<file path="config.mk">
export PLATFORM = sky130hd
export DESIGN_NAME = pc_ctrl
export DESIGN_NICKNAME = d
export VERILOG_FILES = /design/src/rtl/pc_ctrl_pkg.sv /design/src/rtl/pc_ctrl.sv
export SDC_FILE = /design/constraint.sdc
export NUM_CORES = 1
export LEC_CHECK = 0
export ABC_AREA = 1
export CAP_MARGIN = 15
export CORE_AREA = 2 2 43 45
export DETAILED_ROUTE_END_ITERATION = 10
export DIE_AREA = 0 0 45 47
export DONT_BUFFER_PORTS = 1
export GPL_TIMING_DRIVEN = 0
export PLACE_DENSITY_LB_ADDON = 0.15
export SYNTH_ARGS = -nofsm -noshare
export SYNTH_HDL_FRONTEND = slang
export SYNTH_SLANG_ARGS = --single-unit
</file>
<file path="constraint.sdc">
create_clock -name clk -period 1.1 [get_ports clk]
set_input_delay 0.33 -clock clk [delete_from_list [all_inputs] [get_ports clk]]
set_output_delay 0.33 -clock clk [all_outputs]
set_load 0.03 [all_outputs]
</file>
<file path="src/rtl/pc_ctrl_pkg.sv">
// Shared definitions for the pipeline control unit: FSM encodings, counter
// width and the NOP word the pipeline registers load on a flush.
package pc_ctrl_pkg;

    typedef enum logic {
        CTRL_RUN  = 1'b0,
        CTRL_HOLD = 1'b1
    } ctrl_state_e;

    localparam int          CNT_W    = 4;
    localparam logic [31:0] NOP_INSN = 32'h0000_0013;

endpackage

</file>
<file path="src/rtl/pc_ctrl.sv">
// Pipeline control: owns the PC, turns execute-stage jump/hold requests into
// fetch redirects, pipeline stalls and pipeline flushes.
module pc_ctrl
    import pc_ctrl_pkg::*;
#(
    parameter int                ADDR_W      = 8,
    parameter logic [ADDR_W-1:0] RESET_PC    = '0,
    parameter int                HOLD_CYCLES = 2
) (
    input  logic              clk,
    input  logic              rst,
    input  logic              en_i,
    input  logic              jump_en_i_exu2ctrl,
    input  logic [31:0]       jump_to_addr_i_exu2ctrl,
    input  logic              hold_flag_i_exu2ctrl,
    output logic [ADDR_W-1:0] pc_o_ctrl_ifu,
    output logic              hold_o_ctrl_pipe,
    output logic              flush_o_ctrl_pipe,
    output logic              misalign_o
);

    ctrl_state_e       state_q, state_d;
    logic [CNT_W-1:0]  cnt_q, cnt_d;
    logic [ADDR_W-1:0] pc_q, pc_d;
    logic              hold_q, hold_d;
    logic              mis_q, mis_d;
    logic              hold_rise;
    logic              unused_tgt_bits;

    // Target bits above ADDR_W are intentionally dropped.
    assign unused_tgt_bits = ^jump_to_addr_i_exu2ctrl;

    assign hold_rise = hold_flag_i_exu2ctrl & ~hold_q;

    always_comb begin
        state_d           = state_q;
        cnt_d             = cnt_q;
        pc_d              = pc_q;
        hold_d            = hold_q;
        mis_d             = mis_q;
        hold_o_ctrl_pipe  = 1'b0;
        flush_o_ctrl_pipe = 1'b0;

        if (!en_i) begin
            hold_o_ctrl_pipe = 1'b1;
        end else begin
            hold_d = hold_flag_i_exu2ctrl;
            if (jump_en_i_exu2ctrl) begin
                flush_o_ctrl_pipe = 1'b1;
                pc_d    = {jump_to_addr_i_exu2ctrl[ADDR_W-1:2], 2'b00};
                state_d = CTRL_RUN;
                cnt_d   = '0;
                if (jump_to_addr_i_exu2ctrl[1:0] != 2'b00)
                    mis_d = 1'b1;
            end else if (state_q == CTRL_HOLD) begin
                hold_o_ctrl_pipe = 1'b1;
                // Last stall cycle: PC steps at the edge that ends the stall.
                if (cnt_q == '0) begin
                    state_d = CTRL_RUN;
                    pc_d    = pc_q + ADDR_W'(4);
                end else begin
                    cnt_d = cnt_q - CNT_W'(1);
                end
            end else if (hold_rise) begin
                hold_o_ctrl_pipe = 1'b1;
                state_d = CTRL_HOLD;
                cnt_d   = CNT_W'(HOLD_CYCLES - 1);
            end else begin
                pc_d = pc_q + ADDR_W'(4);
            end
        end
    end

    always_ff @(posedge clk) begin
        if (rst) begin
            state_q <= CTRL_RUN;
            cnt_q   <= '0;
            pc_q    <= RESET_PC;
            hold_q  <= 1'b0;
            mis_q   <= 1'b0;
        end else begin
            state_q <= state_d;
            cnt_q   <= cnt_d;
            pc_q    <= pc_d;
            hold_q  <= hold_d;
            mis_q   <= mis_d;
        end
    end

    assign pc_o_ctrl_ifu = pc_q;
    assign misalign_o    = mis_q;

endmodule

</file>
==> metrics.txt <==
non-filler cells, final 159; CP Launch Type flip-flop; Die Area 0.00212 sq mm; largest net degree at the start of global routing 11; Worst Hold Class in -> reg; input/output buffers 0; routed vias 857; final worst slack -188 ps; first-pass GRT wire length 3030 microns; worst skew pair latency 280 ps; vias in the first global route 771; skew final 2.96 ps; total track usage 20.4%; TritonRoute pass-1 iters 4; sequential-to-total area share from yosys stat 30.3%; dpl hpwl 1340 microns; mux cell area share after synthesis 0%; hold buffers post-CTS 0; Worst Setup End Kind output port; async set or reset register ratio after synthesis 0%; total gr overflow 0; YS warnings 0; DRT Wirelength 1980 microns; period utilization 117%; Setup WS pre-CTS -146 ps; LEAKAGE 0.000488 uW; Starting Density 52.0%; Reg clk slew, reported paths 80 ps; FF-to-FF setup slack -100 ps; most frequent cells in the layout nand2_1, inv_1, nand2_2, nor2_1, nand3_1; Area growth syn-to-layout 29.4%; Ports 48; diode count 0; CP required 770 ps; CP Class reg -> out; Root Driver clkbuf_4; Core Region 0.00165 sq mm; Synth Area in Adders 4.37%; Max-Cap Viols 0; die width 45 microns; minimum clock period 1290 ps; violations in the final reports setup timing; Initial DRC Count 18; Synth Flop Type dfxtp_1; # DRC 0; largest family of logic cells by synthesized area simple AND/OR/NAND/NOR gates; CTS Sinks 13; simple-gate share of the synthesized area 44.4%; Die H 47 microns; initial antenna violation count 0; DR vias/cell 5.39; share of layout cells above drive strength 1 43.7%; Power, Total 1230 uW; CTS tree done; WHS Path Cells 1; Yosys reg bits 13; R2R cell count 8; final hold vios 0; Synth Area in Compound Gates 8.44%; row count 15; Final Setup Violations 8; Max Buffers Root-to-Sink 2; placed insts 149; Mapped Area 860 sq um; fmax 776 MHz; Netlist cell types 28; Hold Slack 92.1 ps; routability cong. 0.832; pwr/cell area 1100 mW/mm^2; fin. max-slew vios 0; Crit path arrival time 960 ps; nets@finish 183; final core utilization 67.3%; Routed WL per cell 12.5 microns; Worst VDD drop 0.803 mV; xor and xnor area share after synthesis 0%; most common cell after layout, fill and taps aside nand2_1; EDFF count, synth 0; critical path peak fanout 2; Syn Area/Cell 6.56 sq um; post-route ant nets 0; CTS Buf Count 3; run status complete, but fails checks; CTS HTree Levels 1; RSZ-0062 raised after global routing yes; Synth Instances 131
-- flip-flops by register name, summed over array words and instances (netlist names) --
signal,count
state_q,1
hold_q,1
pc_o_ctrl_ifu,6
misalign_o,1
cnt_q,4
-- area by class of cell --
class,count,area (sq um)
multi-input combinational,97,611
fill,161,539
sequential,13,287
inverter,18,77.6
timing repair buffer,6,52.6
buffer,4,37.5
clock buffer,4,26.3
tap,17,21.3
-- power by group --
part	leakage (uW)	total, uW	internal [uW]	switching [uW]
Combinational	0.000360	333	138	194
Clock	0.0000150	310	141	169
Sequential	0.000112	585	506	78.8
-- layer usage --
metal | vias to the layer above | track usage [%] | routed length, microns
li1 | 431 | - | -
met1 | 388 | 20.2 | 749
met2 | 32 | 38.3 | 1040
met3 | 6 | 5.00 | 140
met4 | 0 | 12.4 | 50
met5 | - | 0 | 0
-- path summary, 6_finish.rpt --
path / startpoint / end
worst min register to register: cnt_q[1] / cnt_q[1]
worst max register to register: state_q / pc_o_ctrl_ifu[7]
worst min-delay path: rst / misalign_o
worst max-delay path: hold_q / hold_o_ctrl_pipe
-- Yosys cell counts (all sizes together) (2+ instances only) --
cell | count | share of area (%)
a21oi | 6 | 3.5
a31oi | 2 | 1.5
buf | 4 | 3.9
dfxtp | 13 | 30
ha | 3 | 4.4
inv | 17 | 7.7
nand2 | 43 | 21
nand3 | 13 | 9.6
nand4 | 3 | 2.2
nor2 | 13 | 7.4
o21ai | 6 | 3.5
or2 | 4 | 2.9
-- cells by family after synthesis --
| logic type | Yosys count |
|---|---|
| AO/OA/AOI/OAI | 14 |
| adder cells (fa/ha/maj) | 3 |
| buffers and inverters | 22 |
| flip-flops | 13 |
| other | 1 |
| AND/OR/NAND/NOR | 78 |
-- metrics by stage --
step / setup TNS (ps) / area (sq um)
6_report: -864 / 1110
5_1_grt: -1620 / 1110
4_1_cts: -628 / 1030
3_5_place_dp: -887 / 900
3_3_place_gp: -662 / 900
2_1_floorplan: -53.6 / 878
-- worst max-delay path, stage by stage (launching register included) --
cell,delay (ps)
dfxtp_2,330
inv_2,40
nand2_2,50
nand2_2,70
nand2_2,70
nand2_4,110
-- what timing repair did --
| action | 4_1_cts | 5_1_grt |
|---|---|---|
| pin swaps | 8 | 7 |
| buffers inserted | 6 | 0 |
| resized for setup | 24 | 19 |
| setup endpoints to repair | 14 | 14 |
(Power assumes the default switching activity.)
